## config.mk

```make
export PLATFORM = sky130hd
export DESIGN_NAME = seq_divider_flat
export DESIGN_NICKNAME = d
export VERILOG_FILES = /design/src/rtl/seq_divider_pkg.sv /design/src/rtl/seq_divider_if.sv /design/src/rtl/seq_divider_div_step.sv /design/src/rtl/seq_divider.sv /design/src/flat_wrapper.sv
export SDC_FILE = /design/constraint.sdc
export NUM_CORES = 1
export LEC_CHECK = 0
export CORE_MARGIN = 2
export CORE_UTILIZATION = 40
export DETAILED_ROUTE_END_ITERATION = 10
export MAX_ROUTING_LAYER = met4
export PLACE_DENSITY_LB_ADDON = 0.12
export SLEW_MARGIN = 15
export SYNTH_ARGS = -nofsm -noshare
export SYNTH_HDL_FRONTEND = slang
export SYNTH_SLANG_ARGS = --single-unit
export TNS_END_PERCENT = 30
```

## constraint.sdc

```tcl
create_clock -name clk -period 9.3 [get_ports clk]
set_input_delay 2.79 -clock clk [delete_from_list [all_inputs] [get_ports clk]]
set_output_delay 2.79 -clock clk [all_outputs]
set_load 0.02 [all_outputs]
```

## src/rtl/seq_divider_pkg.sv

```systemverilog
// Shared types and sizing for the seq_divider restoring divider (package div_pkg).
package div_pkg;

   typedef enum logic [1:0] {
      IDLE = 2'd0,
      RUN  = 2'd1,
      DONE = 2'd2
   } state_t;

   localparam int DEFAULT_WIDTH = 32;

   // Counter must hold the value WIDTH itself, hence width+1.
   function automatic int cnt_width(input int width);
      return $clog2(width + 1);
   endfunction

   localparam int CNT_W = cnt_width(DEFAULT_WIDTH);

endpackage

```

## src/rtl/seq_divider_if.sv

```systemverilog
// Start/busy/done bundle between ALU control and seq_divider.
// Optional macro SEQ_DIVIDER_SIGNED_EN adds the signed_mode request bit.
interface seq_divider_if #(parameter int WIDTH = div_pkg::DEFAULT_WIDTH);
   import div_pkg::*;

   // start is sampled only while busy=0 and not in the DONE cycle; operands are
   // captured on that same edge. done pulses once when results update, and the
   // results then hold until the next completion.
   logic             start;
   logic [WIDTH-1:0] dividend;
   logic [WIDTH-1:0] divisor;
`ifdef SEQ_DIVIDER_SIGNED_EN
   logic             signed_mode;
`endif
   logic             busy;
   logic             done;
   logic [WIDTH-1:0] quotient;
   logic [WIDTH-1:0] remainder;
   logic             div_by_zero;
   state_t           state;

`ifdef SEQ_DIVIDER_SIGNED_EN
   modport master (
      output start, dividend, divisor, signed_mode,
      input  busy, done, quotient, remainder, div_by_zero, state
   );
   modport slave (
      input  start, dividend, divisor, signed_mode,
      output busy, done, quotient, remainder, div_by_zero, state
   );
`else
   modport master (
      output start, dividend, divisor,
      input  busy, done, quotient, remainder, div_by_zero, state
   );
   modport slave (
      input  start, dividend, divisor,
      output busy, done, quotient, remainder, div_by_zero, state
   );
`endif

endinterface

```

## src/rtl/seq_divider_div_step.sv

```systemverilog
// One restoring-division step: subtract with borrow, restore on borrow.
module div_step #(
   parameter int WIDTH = 32
) (
   input  logic [WIDTH-1:0] rem_in,
   input  logic             bit_in,
   input  logic [WIDTH-1:0] divisor,
   output logic [WIDTH-1:0] rem_out,
   output logic             q_bit
);

   logic [WIDTH:0] shifted;
   logic [WIDTH:0] diff;

   // Keep the full WIDTH+1 shifted value so divisors with the MSB set still work.
   assign shifted = {rem_in, bit_in};
   assign diff    = shifted - {1'b0, divisor};
   assign q_bit   = ~diff[WIDTH];
   assign rem_out = q_bit ? diff[WIDTH-1:0] : shifted[WIDTH-1:0];

endmodule

```

## src/rtl/seq_divider.sv

```systemverilog
// Iterative restoring divider, one quotient bit per clock, start/busy/done control.
// Optional macro SEQ_DIVIDER_SIGNED_EN enables two's-complement division via signed_mode.
module seq_divider
   import div_pkg::*;
#(
   parameter int WIDTH = DEFAULT_WIDTH
) (
   input  logic         clk,
   input  logic         reset_n,
   seq_divider_if.slave bus
);

   localparam int CW = cnt_width(WIDTH);

   state_t           state_q;
   logic [CW-1:0]    cnt_q;
   logic [WIDTH-1:0] r_q;
   logic [WIDTH-1:0] q_q;
   logic [WIDTH-1:0] dvs_q;
   logic             dbz_q;
   logic             busy_q;
   logic             done_q;
   logic [WIDTH-1:0] quo_q;
   logic [WIDTH-1:0] rem_q;
   logic             dbz_out_q;
   logic [WIDTH-1:0] step_rem;
   logic             step_bit;
   logic [WIDTH-1:0] a_mag;
   logic [WIDTH-1:0] b_mag;

`ifdef SEQ_DIVIDER_SIGNED_EN
   logic a_neg;
   logic b_neg;
   logic neg_quo_q;
   logic neg_rem_q;

   // The unsigned core only ever sees magnitudes; signs are reapplied in DONE.
   always_comb begin
      a_neg = bus.signed_mode & bus.dividend[WIDTH-1];
      b_neg = bus.signed_mode & bus.divisor[WIDTH-1];
      a_mag = a_neg ? -bus.dividend : bus.dividend;
      b_mag = b_neg ? -bus.divisor  : bus.divisor;
   end
`else
   assign a_mag = bus.dividend;
   assign b_mag = bus.divisor;
`endif

   div_step #(.WIDTH(WIDTH)) u_step (
      .rem_in  (r_q),
      .bit_in  (q_q[WIDTH-1]),
      .divisor (dvs_q),
      .rem_out (step_rem),
      .q_bit   (step_bit)
   );

   always_ff @(posedge clk) begin
      if (!reset_n) begin
         state_q   <= IDLE;
         cnt_q     <= '0;
         r_q       <= '0;
         q_q       <= '0;
         dvs_q     <= '0;
         dbz_q     <= 1'b0;
         busy_q    <= 1'b0;
         done_q    <= 1'b0;
         quo_q     <= '0;
         rem_q     <= '0;
         dbz_out_q <= 1'b0;
`ifdef SEQ_DIVIDER_SIGNED_EN
         neg_quo_q <= 1'b0;
         neg_rem_q <= 1'b0;
`endif
      end else begin
         done_q <= 1'b0;
         unique case (state_q)
            IDLE: begin
               if (bus.start) begin
                  dbz_q  <= (bus.divisor == '0);
                  r_q    <= '0;
                  // Divide-by-zero keeps the raw dividend so it can be returned as remainder.
                  q_q    <= (bus.divisor == '0) ? bus.dividend : a_mag;
                  dvs_q  <= b_mag;
                  cnt_q  <= CW'(WIDTH);
`ifdef SEQ_DIVIDER_SIGNED_EN
                  neg_quo_q <= a_neg ^ b_neg;
                  neg_rem_q <= a_neg;
`endif
                  if (bus.divisor == '0) begin
                     state_q <= DONE;
                  end else begin
                     state_q <= RUN;
                     busy_q  <= 1'b1;
                  end
               end
            end
            RUN: begin
               r_q   <= step_rem;
               q_q   <= {q_q[WIDTH-2:0], step_bit};
               cnt_q <= cnt_q - CW'(1);
               if (cnt_q == CW'(1)) begin
                  state_q <= DONE;
                  busy_q  <= 1'b0;
               end
            end
            DONE: begin
               state_q <= IDLE;
               done_q  <= 1'b1;
               if (dbz_q) begin
                  quo_q     <= '1;
                  rem_q     <= q_q;
                  dbz_out_q <= 1'b1;
               end else begin
                  dbz_out_q <= 1'b0;
`ifdef SEQ_DIVIDER_SIGNED_EN
                  quo_q <= neg_quo_q ? -q_q : q_q;
                  rem_q <= neg_rem_q ? -r_q : r_q;
`else
                  quo_q <= q_q;
                  rem_q <= r_q;
`endif
               end
            end
            default: state_q <= IDLE;
         endcase
      end
   end

   assign bus.busy        = busy_q;
   assign bus.done        = done_q;
   assign bus.quotient    = quo_q;
   assign bus.remainder   = rem_q;
   assign bus.div_by_zero = dbz_out_q;
   assign bus.state       = state_q;

endmodule

```

## src/flat_wrapper.sv

```systemverilog
// flat-port wrapper written by rule: the top's interface ports become plain ports
module seq_divider_flat import div_pkg::*;
#(
   parameter int WIDTH = DEFAULT_WIDTH
)
  (clk, reset_n, bus_start, bus_dividend, bus_divisor, bus_busy, bus_done, bus_quotient, bus_remainder, bus_div_by_zero, bus_state);
  seq_divider_if #(.WIDTH(WIDTH)) bus_i ();
  input  logic clk;
  input  logic reset_n;
  input wire logic [$bits(bus_i.start)-1:0] bus_start;
  input wire logic [$bits(bus_i.dividend)-1:0] bus_dividend;
  input wire logic [$bits(bus_i.divisor)-1:0] bus_divisor;
  output wire logic [$bits(bus_i.busy)-1:0] bus_busy;
  output wire logic [$bits(bus_i.done)-1:0] bus_done;
  output wire logic [$bits(bus_i.quotient)-1:0] bus_quotient;
  output wire logic [$bits(bus_i.remainder)-1:0] bus_remainder;
  output wire logic [$bits(bus_i.div_by_zero)-1:0] bus_div_by_zero;
  output wire logic [$bits(bus_i.state)-1:0] bus_state;
  assign bus_i.start = bus_start;
  assign bus_i.dividend = bus_dividend;
  assign bus_i.divisor = bus_divisor;
  assign bus_busy = bus_i.busy;
  assign bus_done = bus_i.done;
  assign bus_quotient = bus_i.quotient;
  assign bus_remainder = bus_i.remainder;
  assign bus_div_by_zero = bus_i.div_by_zero;
  assign bus_state = bus_i.state;
  seq_divider #(.WIDTH(WIDTH)) u_core (.clk(clk), .reset_n(reset_n), .bus(bus_i));
endmodule
```

==> results of run 1 <==
-- flip-flops by register name, indices dropped and copies added, names as in the netlist --
| signal | count |
|---|---|
| u_core.bus.done | 1 |
| u_core.dbz_q | 1 |
| u_core.dvs_q | 32 |
| u_core.bus.busy | 1 |
| u_core.cnt_q | 6 |
| u_core.bus.state | 2 |
| u_core.bus.div_by_zero | 1 |
| u_core.r_q | 32 |
| u_core.bus.remainder | 32 |
| u_core.q_q | 32 |
| u_core.bus.quotient | 32 |
-- cell type report --
class | instances | area [um^2]
repair buffers | 145 | 1420
fillers | 2258 | 11300
flip-flops and latches | 172 | 3440
clock inverters | 14 | 128
multi-input cells | 827 | 5180
clock buffers | 18 | 429
well taps | 285 | 357
inverters | 44 | 165
-- metal layers --
| metal | GRT usage | wire length [um] | part of all wire |
|---|---|---|---|
| met1 | 0.315 | 12800 | 0.54 |
| met5 | - | 0 | 0 |
| met4 | 0.0423 | 180 | 0.0075 |
| met2 | 0.293 | 9800 | 0.41 |
| met3 | 0.0328 | 1120 | 0.047 |
-- worst paths after layout --
| kind | startpoint | cells past startpoint | endpoint | slack (ns) |
|---|---|---|---|---|
| max | u_core.bus.state[0]$_SDFFE_PN0P_ | 1 | bus_state[0] | 4.83 |
| min | u_core.dvs_q[21]$_SDFFE_PN0P_ | 2 | u_core.dvs_q[21]$_SDFFE_PN0P_ | 0.46 |
| max reg2reg | u_core.q_q[31]$_SDFFE_PN0P_ | 14 | u_core.r_q[0]$_SDFFE_PN0P_ | 5.38 |
| min reg2reg | u_core.dvs_q[21]$_SDFFE_PN0P_ | 2 | u_core.dvs_q[21]$_SDFFE_PN0P_ | 0.46 |
-- stage by stage --
| step | utilization | power, mW | worst slack, ns | hold WS [ns] |
|---|---|---|---|---|
| after floorplan | - | 2.33 | 5.35 | 0.443 |
| after global placement | 0.471 | 2.66 | 4.52 | 0.453 |
| after detailed placement | 0.471 | 2.66 | 4.47 | 0.459 |
| after CTS | 0.496 | 3.35 | 4.81 | 0.469 |
| after global routing | 0.496 | 3.57 | 4.74 | 0.485 |
| final | 0.496 | 3.34 | 4.83 | 0.463 |
-- power groups by stage --
stage	sequential (mW)	clock, mW	combinational [mW]
finish	0.944	0.682	1.71
detailed placement	0.958	0	1.70
global placement	0.958	0	1.70
global route	0.957	0.728	1.89
CTS	0.941	0.697	1.71
floorplan	0.933	0	1.40
-- layout by cell type (no fill, tap or decap), types with 5 or more instances in the layout --
master / Yosys / layout
sky130_fd_sc_hd__nand3_1: 40 / 40
sky130_fd_sc_hd__a21o_1: 5 / 5
sky130_fd_sc_hd__inv_1: 44 / 44
sky130_fd_sc_hd__xnor2_1: 18 / 18
sky130_fd_sc_hd__nor3_1: 34 / 34
sky130_fd_sc_hd__a21oi_1: 49 / 49
sky130_fd_sc_hd__o21ai_1: 12 / 12
sky130_fd_sc_hd__and2_1: 8 / 8
sky130_fd_sc_hd__o211ai_1: 5 / 5
sky130_fd_sc_hd__buf_4: 0 / 11
sky130_fd_sc_hd__ha_1: 34 / 34
sky130_fd_sc_hd__nor4_1: 9 / 9
sky130_fd_sc_hd__clkdlybuf4s50_1: 0 / 134
sky130_fd_sc_hd__a31oi_1: 5 / 5
sky130_fd_sc_hd__nor2_1: 62 / 61
sky130_fd_sc_hd__nor3b_1: 33 / 33
sky130_fd_sc_hd__o21ai_0: 32 / 32
sky130_fd_sc_hd__mux2i_1: 55 / 55
sky130_fd_sc_hd__inv_6: 0 / 6
sky130_fd_sc_hd__a21boi_0: 37 / 37
sky130_fd_sc_hd__dfxtp_1: 172 / 171
sky130_fd_sc_hd__clkbuf_16: 0 / 17
sky130_fd_sc_hd__a32oi_1: 8 / 8
sky130_fd_sc_hd__o211a_1: 63 / 63
sky130_fd_sc_hd__nand2b_1: 9 / 7
sky130_fd_sc_hd__nand2_1: 248 / 248
sky130_fd_sc_hd__xor2_1: 11 / 11
sky130_fd_sc_hd__nand4_1: 5 / 5
-- cells by family after synthesis --
kind of cell / count (synthesis) / share of synthesized area
adders and majority gates: 35 / 0.0491
and+or+nand+nor: 462 / 0.229
xor gates and xnor gates: 29 / 0.0280
AOI/OAI and AO/OA: 244 / 0.200
buffers and inverters: 119 / 0.0517
muxes: 57 / 0.0632
DFF: 172 / 0.380
==> flow_results.xml, run 1 <==
<?xml version="1.0" encoding="UTF-8"?>
<metrics>
  <group name="timing">
    <metric name="timing.fmax" unit="MHz">224</metric>
    <metric name="rsz0062_at_grt" unit="">no</metric>
    <metric name="number_of_hold_slack_violations_in_the_final_timing_report" unit="">0</metric>
    <metric name="totalNegativeSetupSlack" unit="ns">0</metric>
    <metric name="timing_max_transition_violations_final" unit="">0</metric>
    <metric name="setup-violations-final" unit="">0</metric>
    <metric name="fin_crit" unit="ns">4.47</metric>
    <metric name="slew_headroom" unit="">0.332</metric>
    <metric name="clock_skew" unit="ns">0.0134</metric>
    <metric name="finalCritPeriodShare" unit="">0.481</metric>
    <metric name="max_slew.worst_pin.slew" unit="ns">1.00</metric>
  </group>
  <group name="global_route">
    <metric name="grt_antenna_before_repair" unit="">0</metric>
    <metric name="first_pass_grt_wire_length" unit="mm">39.3</metric>
    <metric name="overall_routing_resource_usage" unit="">0.209</metric>
    <metric name="via_count_of_the_first_global_routing_pass" unit="">7342</metric>
    <metric name="grt.overflow.total" unit="">0</metric>
    <metric name="grt_start_max_net_pins" unit="">99</metric>
  </group>
  <group name="clock_tree">
    <metric name="clock_tree_from_tritoncts" unit="">yes</metric>
    <metric name="numCtsBuffers" unit="">17</metric>
    <metric name="worst_setup_hold_path_clk_slew" unit="ns">0.07</metric>
    <metric name="holdBufCountCts" unit="">0</metric>
    <metric name="post_cts.resized_instances" unit="">0</metric>
    <metric name="cts_root_buffer" unit="">sky130_fd_sc_hd__clkbuf_16</metric>
    <metric name="clock_path_buffers" unit="">2</metric>
    <metric name="h-tree-depth" unit="">4</metric>
    <metric name="cts_num_sinks" unit="">172</metric>
    <metric name="postCtsSetupRepairBufs" unit="">0</metric>
    <metric name="clkLatencyLatePin" unit="ns">0.43</metric>
  </group>
  <group name="min_path">
    <metric name="hold_path.class" unit="">register to register</metric>
  </group>
  <group name="floorplan">
    <metric name="starting_utilization_of_the_core_area" unit="">0.404</metric>
    <metric name="core_region_area" unit="um^2">22400</metric>
    <metric name="dieHeight" unit="um">155</metric>
    <metric name="boundaryPins" unit="">136</metric>
    <metric name="fp.dieArea" unit="um^2">23900</metric>
    <metric name="dieWidth" unit="um">155</metric>
    <metric name="num_rows" unit="">55</metric>
  </group>
  <group name="synthesis">
    <metric name="syn-cell-area" unit="um^2">9070</metric>
    <metric name="synth_edf_count" unit="">0</metric>
    <metric name="syn_inst" unit="">1118</metric>
    <metric name="ys_types" unit="">55</metric>
    <metric name="synthesis.area_per_instance" unit="um^2">8.11</metric>
    <metric name="synth_nets" unit="">1220</metric>
    <metric name="synthDominantAreaCellType" unit="">sky130_fd_sc_hd__dfxtp_1</metric>
    <metric name="synthTopCellsByArea" unit="">sky130_fd_sc_hd__dfxtp_1 (38%), sky130_fd_sc_hd__nand2_1 (10%), sky130_fd_sc_hd__o211a_1 (7.0%), sky130_fd_sc_hd__mux2i_1 (6.1%), sky130_fd_sc_hd__ha_1 (4.7%)</metric>
    <metric name="post-synth-top-count-cell" unit="">sky130_fd_sc_hd__nand2_1</metric>
    <metric name="synthArstFlopShare" unit="">0</metric>
    <metric name="synthFlopType" unit="">sky130_fd_sc_hd__dfxtp_1</metric>
    <metric name="synth_seq_area_share" unit="">0.380</metric>
    <metric name="synth-seq-cells" unit="">172</metric>
    <metric name="synth_top_cells_by_count" unit="">sky130_fd_sc_hd__nand2_1 (248), sky130_fd_sc_hd__dfxtp_1 (172), sky130_fd_sc_hd__clkbuf_1 (69)</metric>
    <metric name="post-synth-top-area-fraction" unit="">0.380</metric>
    <metric name="ys.warnings.count" unit="">0</metric>
  </group>
  <group name="layout">
    <metric name="design_area" unit="um^2">11100</metric>
    <metric name="num_antenna_cells" unit="">0</metric>
    <metric name="nets" unit="">1309</metric>
    <metric name="final-instance-count-excl-fill" unit="">1505</metric>
    <metric name="layout_area_overhead" unit="%">22.6</metric>
    <metric name="final_layout_size_suffix_gt1_frac" unit="">0.0475</metric>
  </group>
  <group name="route">
    <metric name="route.antenna.remaining_nets" unit="">0</metric>
    <metric name="routed-via-count" unit="">7947</metric>
    <metric name="post_drt_via_cell_ratio" unit="">5.28</metric>
    <metric name="dr.first_iter.drc_count" unit="">505</metric>
    <metric name="drc_errors" unit="">0</metric>
    <metric name="avgRoutedWirePerCell" unit="um">15.9</metric>
    <metric name="detailedRoute.firstPassIterationCount" unit="">4</metric>
    <metric name="detail_route.wirelength" unit="mm">23.9</metric>
  </group>
  <group name="placed_design">
    <metric name="postPlaceCellArea" unit="um^2">10600</metric>
    <metric name="numPlacedInstances" unit="">1473</metric>
    <metric name="place.port_buffers" unit="">135</metric>
    <metric name="gp_routability_congestion" unit="">0.868</metric>
    <metric name="hpwlAfterDp" unit="mm">16.7</metric>
  </group>
  <group name="job">
    <metric name="max_cap_viols" unit="">0</metric>
  </group>
  <group name="setup_path">
    <metric name="timing.critical_path.arrival" unit="ns">1.68</metric>
    <metric name="worstSetupEndpointType" unit="">primary output</metric>
    <metric name="critical_path.max_fanout" unit="">9</metric>
    <metric name="worstPathCellList" unit="">clkdlybuf4s50_1</metric>
    <metric name="cp_top_family" unit="">buffers and inverters</metric>
    <metric name="slowest_delay" unit="ns">0.69</metric>
    <metric name="worst_path_max_delay_cell" unit="">sky130_fd_sc_hd__clkdlybuf4s50_1</metric>
    <metric name="cp_num_buf_inv" unit="">1</metric>
    <metric name="timing_worst_setup_path_type" unit="">register to primary output</metric>
    <metric name="start_kind" unit="">register</metric>
    <metric name="cp.required" unit="ns">6.51</metric>
  </group>
  <group name="pwr">
    <metric name="power.combinational.fraction" unit="">0.513</metric>
    <metric name="power_leakage" unit="nW">4.90</metric>
    <metric name="switching_power" unit="mW">1.38</metric>
    <metric name="clock_share_of_power" unit="">0.204</metric>
    <metric name="power_density_cells" unit="nW/um^2">300</metric>
    <metric name="worst_vdd_rail_ir_drop" unit="V">0.000315</metric>
    <metric name="p_seq_frac" unit="">0.283</metric>
    <metric name="switching_share" unit="">0.414</metric>
    <metric name="power_report.internal_total" unit="mW">1.96</metric>
  </group>
  <group name="run_status">
    <metric name="status" unit="">finished clean</metric>
  </group>
</metrics>
Power figures use the tool's default switching activity.
==> inputs of run 2 (changes only) <==
==> constraint.sdc (replaced) <==
create_clock -name clk -period 3.9 [get_ports clk]
set_input_delay 1.17 -clock clk [delete_from_list [all_inputs] [get_ports clk]]
set_output_delay 1.17 -clock clk [all_outputs]
set_load 0.02 [all_outputs]
==> run 2 against run 1 <==
Net effect: global-route usage increased by 0.26 points; cell count up 0.20%; routed wire length up 1.4%; largest cell class unchanged; highest routed layer unchanged.
==> flow_results.xml, run 2 (same netlist as run 1, synthesis figures left out) <==
<?xml version="1.0" encoding="UTF-8"?>
<metrics>
  <group name="run_status">
    <metric name="status" unit="">finished clean</metric>
  </group>
  <group name="timing">
    <metric name="fin_crit" unit="ns">3.44</metric>
    <metric name="timing.fmax" unit="MHz">291</metric>
    <metric name="slew_headroom" unit="">0.493</metric>
    <metric name="setup-violations-final" unit="">0</metric>
    <metric name="clock_skew" unit="ns">0.00928</metric>
    <metric name="totalNegativeSetupSlack" unit="ns">0</metric>
    <metric name="number_of_hold_slack_violations_in_the_final_timing_report" unit="">0</metric>
    <metric name="rsz0062_at_grt" unit="">no</metric>
    <metric name="max_slew.worst_pin.slew" unit="ns">0.761</metric>
    <metric name="fin_hold_ws" unit="ns">0.460</metric>
    <metric name="timing_max_transition_violations_final" unit="">0</metric>
    <metric name="finalCritPeriodShare" unit="">0.881</metric>
  </group>
  <group name="placed_design">
    <metric name="gp_routability_congestion" unit="">0.919</metric>
    <metric name="hpwlAfterDp" unit="mm">17.5</metric>
    <metric name="place.port_buffers" unit="">135</metric>
  </group>
  <group name="setup_path">
    <metric name="r2r_cells" unit="">14</metric>
    <metric name="rrSetupSlack" unit="ns">0.46</metric>
    <metric name="cp_num_cells" unit="">14</metric>
    <metric name="critical_path.max_fanout" unit="">34</metric>
    <metric name="worst_path_max_delay_cell" unit="">sky130_fd_sc_hd__fa_1</metric>
    <metric name="timing_worst_setup_path_type" unit="">register to register</metric>
    <metric name="cp_top_family" unit="">compound AO/OA/AOI/OAI gates</metric>
    <metric name="timing.critical_path.arrival" unit="ns">3.79</metric>
    <metric name="start_kind" unit="">register</metric>
    <metric name="worst_r2r_startpoint" unit="">u_core.q_q[31]$_SDFFE_PN0P_</metric>
    <metric name="slowest_delay" unit="ns">0.41</metric>
    <metric name="critical_path.most_common_cell" unit="">sky130_fd_sc_hd__inv_1</metric>
    <metric name="cp.required" unit="ns">4.25</metric>
    <metric name="worstSetupEndpointType" unit="">register</metric>
    <metric name="worstPathCellList" unit="">inv_1 -&gt; ha_1 -&gt; inv_1 -&gt; fa_1 -&gt; a211oi_1 -&gt; o211ai_1 -&gt; nand2_1 -&gt; a21oi_2 -&gt; a31oi_1 -&gt; o21ai_1 -&gt; a221oi_4 -&gt; buf_12 -&gt; mux2_2 -&gt; o21ai_0</metric>
    <metric name="r2r_end" unit="">u_core.r_q[0]$_SDFFE_PN0P_</metric>
    <metric name="cp_num_buf_inv" unit="">3</metric>
  </group>
  <group name="clock_tree">
    <metric name="worst_setup_hold_path_clk_slew" unit="ns">0.07</metric>
    <metric name="holdBufCountCts" unit="">0</metric>
    <metric name="h-tree-depth" unit="">4</metric>
    <metric name="cts_root_buffer" unit="">sky130_fd_sc_hd__clkbuf_16</metric>
    <metric name="clock_path_buffers" unit="">2</metric>
    <metric name="numCtsBuffers" unit="">17</metric>
    <metric name="clkLatencyLatePin" unit="ns">0.44</metric>
    <metric name="postCtsSetupRepairBufs" unit="">0</metric>
    <metric name="post_cts.resized_instances" unit="">0</metric>
    <metric name="clock_tree_from_tritoncts" unit="">yes</metric>
    <metric name="cts_num_sinks" unit="">172</metric>
  </group>
  <group name="job">
    <metric name="max_cap_viols" unit="">0</metric>
  </group>
  <group name="min_path">
    <metric name="min_from" unit="">u_core.dvs_q[22]$_SDFFE_PN0P_</metric>
    <metric name="hold_path.class" unit="">register to register</metric>
    <metric name="min_to" unit="">u_core.dvs_q[22]$_SDFFE_PN0P_</metric>
    <metric name="hold-path-cell-count" unit="">2</metric>
  </group>
  <group name="pwr">
    <metric name="p_seq_frac" unit="">0.277</metric>
    <metric name="power_report.internal_total" unit="mW">4.78</metric>
    <metric name="switching_share" unit="">0.412</metric>
    <metric name="power.combinational.fraction" unit="">0.516</metric>
    <metric name="clock_share_of_power" unit="">0.207</metric>
    <metric name="switching_power" unit="mW">3.35</metric>
    <metric name="power_density_cells" unit="nW/um^2">725</metric>
    <metric name="power_leakage" unit="nW">4.95</metric>
    <metric name="worst_vdd_rail_ir_drop" unit="V">0.000896</metric>
  </group>
  <group name="route">
    <metric name="post_drt_via_cell_ratio" unit="">5.28</metric>
    <metric name="drc_errors" unit="">0</metric>
    <metric name="detailedRoute.firstPassIterationCount" unit="">5</metric>
    <metric name="avgRoutedWirePerCell" unit="um">16.1</metric>
    <metric name="detail_route.wirelength" unit="mm">24.3</metric>
    <metric name="route.antenna.remaining_nets" unit="">0</metric>
    <metric name="routed-via-count" unit="">7961</metric>
    <metric name="dr.first_iter.drc_count" unit="">473</metric>
  </group>
  <group name="global_route">
    <metric name="grt_start_max_net_pins" unit="">74</metric>
    <metric name="overall_routing_resource_usage" unit="">0.211</metric>
    <metric name="first_pass_grt_wire_length" unit="mm">39.4</metric>
    <metric name="via_count_of_the_first_global_routing_pass" unit="">7302</metric>
    <metric name="grt.overflow.total" unit="">0</metric>
    <metric name="grt_antenna_before_repair" unit="">0</metric>
  </group>
  <group name="floorplan">
    <metric name="core_region_area" unit="um^2">22400</metric>
    <metric name="dieWidth" unit="um">155</metric>
    <metric name="boundaryPins" unit="">136</metric>
    <metric name="num_rows" unit="">55</metric>
    <metric name="starting_utilization_of_the_core_area" unit="">0.404</metric>
    <metric name="fp.dieArea" unit="um^2">23900</metric>
    <metric name="dieHeight" unit="um">155</metric>
  </group>
  <group name="layout">
    <metric name="nets" unit="">1312</metric>
    <metric name="layout.cells.most_common" unit="">sky130_fd_sc_hd__nand2_1</metric>
    <metric name="final_layout_size_suffix_gt1_frac" unit="">0.0499</metric>
    <metric name="postLayoutCoreUtil" unit="">0.501</metric>
    <metric name="num_antenna_cells" unit="">0</metric>
    <metric name="layout_area_overhead" unit="%">23.8</metric>
    <metric name="layout_common_cells" unit="">sky130_fd_sc_hd__nand2_1 (248), sky130_fd_sc_hd__dfxtp_1 (171), sky130_fd_sc_hd__clkdlybuf4s50_1 (134)</metric>
  </group>
</metrics>
-- run 2: changes by cell type in the layout (fill, tap and decap cells not counted), sizes merged --
cell	before	now
buf	11	14
clkinv	3	6
clkinvlp	3	1
inv	52	51
-- run 2: per-layer routing --
layer,wire length (um),GRT usage
met1,12800,0.312
met2,9900,0.299
met3,1220,0.0325
met4,327,0.0573
met5,0,-
-- run 2: area by class of cell --
| type | instances | area [um^2] |
|---|---|---|
| clock buffers | 18 | 439 |
| inverters | 44 | 165 |
| fillers | 2224 | 11200 |
| well taps | 285 | 357 |
| repair buffers | 148 | 1500 |
| clock inverters | 14 | 149 |
| flip-flops and latches | 172 | 3440 |
| multi-input cells | 827 | 5180 |
-- run 2: worst max-delay path by stage --
stage / start / slack [ns] / endpoint
after floorplan: u_core.q_q[31]$_SDFFE_PN0P_ / 0.86 / u_core.r_q[10]$_SDFFE_PN0P_
after global placement: u_core.q_q[31]$_SDFFE_PN0P_ / 0.55 / u_core.r_q[8]$_SDFFE_PN0P_
after detailed placement: u_core.q_q[31]$_SDFFE_PN0P_ / 0.47 / u_core.r_q[0]$_SDFFE_PN0P_
after CTS: u_core.q_q[31]$_SDFFE_PN0P_ / 0.44 / u_core.r_q[0]$_SDFFE_PN0P_
after global routing: u_core.q_q[31]$_SDFFE_PN0P_ / 0.18 / u_core.r_q[0]$_SDFFE_PN0P_
final: u_core.q_q[31]$_SDFFE_PN0P_ / 0.46 / u_core.r_q[0]$_SDFFE_PN0P_
-- run 2: power by group through the flow --
stage               Clock [mW]  Sequential (mW)  Combinational [mW]
detailed placement           0             2.29                4.19
global placement             0             2.29                4.17
finish                    1.68             2.26                4.20
CTS                       1.72             2.25                4.21
floorplan                    0             2.23                3.33
global route              1.79             2.29                4.64
-- run 2: tightest hold or removal path, cell delays in order, from the launching register on --
cell and delay, ns:
sky130_fd_sc_hd__dfxtp_1 0.31, sky130_fd_sc_hd__nand2_1 0.04, sky130_fd_sc_hd__a21boi_0 0.06
-- run 2: metrics by stage --
| step | setup slack [ns] | power [mW] | area, um^2 | std cells |
|---|---|---|---|---|
| 4_1_cts | 0.443 | 8.18 | 11200 | 1508 |
| 5_1_grt | 0.178 | 8.72 | 11200 | 1508 |
| 6_report | 0.463 | 8.14 | 11200 | 1508 |
| 3_3_place_gp | 0.550 | 6.45 | 10600 | 1476 |
| 2_1_floorplan | 0.856 | 5.56 | 9070 | 1118 |
| 3_5_place_dp | 0.474 | 6.48 | 10600 | 1476 |
==> inputs of run 3 (changes only) <==
--- a/config.mk
+++ b/config.mk
@@ -9,7 +9,7 @@
 export CORE_UTILIZATION = 40
 export DETAILED_ROUTE_END_ITERATION = 10
 export MAX_ROUTING_LAYER = met4
-export PLACE_DENSITY_LB_ADDON = 0.12
+export PLACE_DENSITY = 0.63
 export SLEW_MARGIN = 15
 export SYNTH_ARGS = -nofsm -noshare
 export SYNTH_HDL_FRONTEND = slang
==> run 3 against run 2 <==
Net effect: worst hold slack improved by 0.0012 ns; cell count about the same; via count is 1.5% higher; first-iteration DRC count grew 22%; design area up 0.27%; non-clock buffer count is 1 higher; sequential power about the same; power grew 1.7%; routed wire length grew 0.40%; setup slack got worse by 0.038 ns; largest cell class unchanged.
==> flow_results.xml, run 3 (same netlist as run 1, synthesis figures left out) <==
<?xml version="1.0" encoding="UTF-8"?>
<metrics>
  <group name="run_status">
    <metric name="status" unit="">finished clean</metric>
  </group>
  <group name="clock_tree">
    <metric name="h-tree-depth" unit="">4</metric>
    <metric name="clock_path_buffers" unit="">2</metric>
    <metric name="holdBufCountCts" unit="">0</metric>
    <metric name="postCtsSetupRepairBufs" unit="">0</metric>
    <metric name="cts_num_sinks" unit="">172</metric>
    <metric name="cts_root_buffer" unit="">sky130_fd_sc_hd__clkbuf_16</metric>
    <metric name="worst_setup_hold_path_clk_slew" unit="ns">0.07</metric>
    <metric name="clock_tree_from_tritoncts" unit="">yes</metric>
    <metric name="clkLatencyLatePin" unit="ns">0.43</metric>
    <metric name="post_cts.resized_instances" unit="">0</metric>
    <metric name="numCtsBuffers" unit="">17</metric>
  </group>
  <group name="placed_design">
    <metric name="setup_slack_placement" unit="ns">0.491</metric>
    <metric name="hpwlAfterDp" unit="mm">17.6</metric>
    <metric name="gp_routability_congestion" unit="">0.899</metric>
    <metric name="numPlacedInstances" unit="">1477</metric>
    <metric name="place.port_buffers" unit="">135</metric>
    <metric name="postPlaceCellArea" unit="um^2">10600</metric>
  </group>
  <group name="setup_path">
    <metric name="r2r_cells" unit="">14</metric>
    <metric name="rrSetupSlack" unit="ns">0.43</metric>
    <metric name="timing.critical_path.arrival" unit="ns">3.83</metric>
    <metric name="critical_path.max_fanout" unit="">34</metric>
    <metric name="worstPathCellList" unit="">inv_1 -&gt; ha_1 -&gt; inv_1 -&gt; fa_1 -&gt; a211oi_1 -&gt; o211ai_1 -&gt; nand2_1 -&gt; a21oi_2 -&gt; a31oi_1 -&gt; o21ai_1 -&gt; a221oi_4 -&gt; buf_12 -&gt; mux2_2 -&gt; a21oi_1</metric>
    <metric name="slowest_delay" unit="ns">0.41</metric>
    <metric name="start_kind" unit="">register</metric>
    <metric name="critical_path.most_common_cell" unit="">sky130_fd_sc_hd__inv_1</metric>
    <metric name="r2r_end" unit="">u_core.r_q[8]$_SDFFE_PN0P_</metric>
    <metric name="worst_r2r_startpoint" unit="">u_core.q_q[31]$_SDFFE_PN0P_</metric>
    <metric name="worst_path_max_delay_cell" unit="">sky130_fd_sc_hd__fa_1</metric>
    <metric name="cp.required" unit="ns">4.26</metric>
    <metric name="worstSetupEndpointType" unit="">register</metric>
    <metric name="timing_worst_setup_path_type" unit="">register to register</metric>
    <metric name="critical_path.startpoint" unit="">u_core.q_q[31]$_SDFFE_PN0P_</metric>
  </group>
  <group name="route">
    <metric name="route.antenna.remaining_nets" unit="">0</metric>
    <metric name="routed-via-count" unit="">8080</metric>
    <metric name="avgRoutedWirePerCell" unit="um">16.2</metric>
    <metric name="detailedRoute.firstPassIterationCount" unit="">5</metric>
    <metric name="dr.first_iter.drc_count" unit="">576</metric>
    <metric name="detail_route.wirelength" unit="mm">24.4</metric>
    <metric name="post_drt_via_cell_ratio" unit="">5.35</metric>
    <metric name="drc_errors" unit="">0</metric>
  </group>
  <group name="layout">
    <metric name="final_layout_size_suffix_gt1_frac" unit="">0.0498</metric>
    <metric name="num_antenna_cells" unit="">0</metric>
    <metric name="multi_input_comb_area" unit="um^2">5180</metric>
    <metric name="layout.cells.most_common" unit="">sky130_fd_sc_hd__nand2_1</metric>
    <metric name="layout_area_overhead" unit="%">24.1</metric>
    <metric name="nets" unit="">1313</metric>
    <metric name="seq_cell_area" unit="um^2">3440</metric>
    <metric name="design_area" unit="um^2">11300</metric>
    <metric name="final-instance-count-excl-fill" unit="">1509</metric>
    <metric name="layout_common_cells" unit="">sky130_fd_sc_hd__nand2_1 (248), sky130_fd_sc_hd__dfxtp_1 (171), sky130_fd_sc_hd__clkdlybuf4s50_1 (134)</metric>
    <metric name="fill_count" unit="">2182</metric>
  </group>
  <group name="timing">
    <metric name="number_of_hold_slack_violations_in_the_final_timing_report" unit="">0</metric>
    <metric name="slew_headroom" unit="">0.339</metric>
    <metric name="totalNegativeSetupSlack" unit="ns">0</metric>
    <metric name="setup-violations-final" unit="">0</metric>
    <metric name="finalCritPeriodShare" unit="">0.891</metric>
    <metric name="max_slew.worst_pin.slew" unit="ns">0.987</metric>
    <metric name="final_critical_path_setup_slack" unit="ns">0.425</metric>
    <metric name="rsz0062_at_grt" unit="">no</metric>
    <metric name="timing.fmax" unit="MHz">288</metric>
    <metric name="fin_crit" unit="ns">3.47</metric>
    <metric name="timing_max_transition_violations_final" unit="">0</metric>
    <metric name="clock_skew" unit="ns">0.0104</metric>
  </group>
  <group name="global_route">
    <metric name="grt_antenna_before_repair" unit="">0</metric>
    <metric name="grt_start_max_net_pins" unit="">83</metric>
    <metric name="via_count_of_the_first_global_routing_pass" unit="">7465</metric>
    <metric name="first_pass_grt_wire_length" unit="mm">39.5</metric>
    <metric name="grt.overflow.total" unit="">0</metric>
    <metric name="overall_routing_resource_usage" unit="">0.210</metric>
  </group>
  <group name="min_path">
    <metric name="hold_path.class" unit="">register to register</metric>
    <metric name="hold-path-cell-count" unit="">2</metric>
    <metric name="min_to" unit="">u_core.dvs_q[14]$_SDFFE_PN0P_</metric>
    <metric name="min_from" unit="">u_core.dvs_q[14]$_SDFFE_PN0P_</metric>
  </group>
  <group name="floorplan">
    <metric name="core_region_area" unit="um^2">22400</metric>
    <metric name="boundaryPins" unit="">136</metric>
    <metric name="fp.dieArea" unit="um^2">23900</metric>
    <metric name="dieWidth" unit="um">155</metric>
    <metric name="dieHeight" unit="um">155</metric>
    <metric name="starting_utilization_of_the_core_area" unit="">0.404</metric>
    <metric name="num_rows" unit="">55</metric>
  </group>
  <group name="pwr">
    <metric name="fin_total_pwr" unit="mW">8.28</metric>
    <metric name="worst_vdd_rail_ir_drop" unit="V">0.00106</metric>
    <metric name="power_leakage" unit="nW">4.97</metric>
    <metric name="power_density_cells" unit="nW/um^2">735</metric>
  </group>
  <group name="job">
    <metric name="max_cap_viols" unit="">0</metric>
  </group>
</metrics>
-- run 3: cell count changes in the layout (fill, tap and decap cells not counted) --
cell                         delta
sky130_fd_sc_hd__bufinv_16      +4
sky130_fd_sc_hd__inv_8          -4
sky130_fd_sc_hd__buf_4          +3
sky130_fd_sc_hd__buf_12         -2
sky130_fd_sc_hd__clkbuf_1       +2
sky130_fd_sc_hd__clkinv_4       -2
sky130_fd_sc_hd__clkinv_8       -2
sky130_fd_sc_hd__clkinv_2       +1
sky130_fd_sc_hd__clkinvlp_4     +1
sky130_fd_sc_hd__nor2b_1        -1
sky130_fd_sc_hd__nor2b_2        +1
-- run 3: per-layer routing --
layer / global-route usage / share of wire
met1: 0.306 / 0.52
met5: - / 0
met2: 0.301 / 0.42
met4: 0.0595 / 0.014
met3: 0.0319 / 0.049
-- run 3: cell type report --
type | instances | share of cell area
Multi-Input combinational cell | 827 | 0.460
Timing Repair Buffer | 149 | 0.131
Clock inverter | 12 | 0.0166
Clock buffer | 20 | 0.0397
Tap cell | 285 | 0.0317
Inverter | 44 | 0.0147
Sequential cell | 172 | 0.306
-- run 3: stage by stage --
step,util,hold WS (ns)
2_1_floorplan,-,0.443
3_3_place_gp,0.474,0.450
3_5_place_dp,0.474,0.457
4_1_cts,0.502,0.466
5_1_grt,0.502,0.481
6_report,0.502,0.461
-- run 3: critical path, delay by kind of cell (launching register included) --
kind / cells / cell delay [ns]
fa+ha+maj: 2 / 0.58
compound gates: 7 / 1.55
flops: 1 / 0.33
buf+inv: 3 / 0.41
simple gates: 1 / 0.14
mux: 1 / 0.36
-- run 3: worst max-delay path by stage --
stage | endpoint | slack [ns] | cells past startpoint
after floorplan | u_core.r_q[10]$_SDFFE_PN0P_ | 0.86 | 14
after global placement | u_core.r_q[0]$_SDFFE_PN0P_ | 0.57 | 14
after detailed placement | u_core.r_q[8]$_SDFFE_PN0P_ | 0.49 | 14
after CTS | u_core.r_q[8]$_SDFFE_PN0P_ | 0.46 | 14
after global routing | u_core.r_q[8]$_SDFFE_PN0P_ | 0.15 | 14
final | u_core.r_q[8]$_SDFFE_PN0P_ | 0.43 | 14
-- run 3: power breakdown --
part           switching, mW  total, mW  leakage, nW  internal (mW)
clock network          0.740       1.84        0.303           1.10
logic                   2.26       4.18         3.26           1.93
registers              0.272       2.25         1.41           1.98
total                   3.27       8.28         4.97           5.01
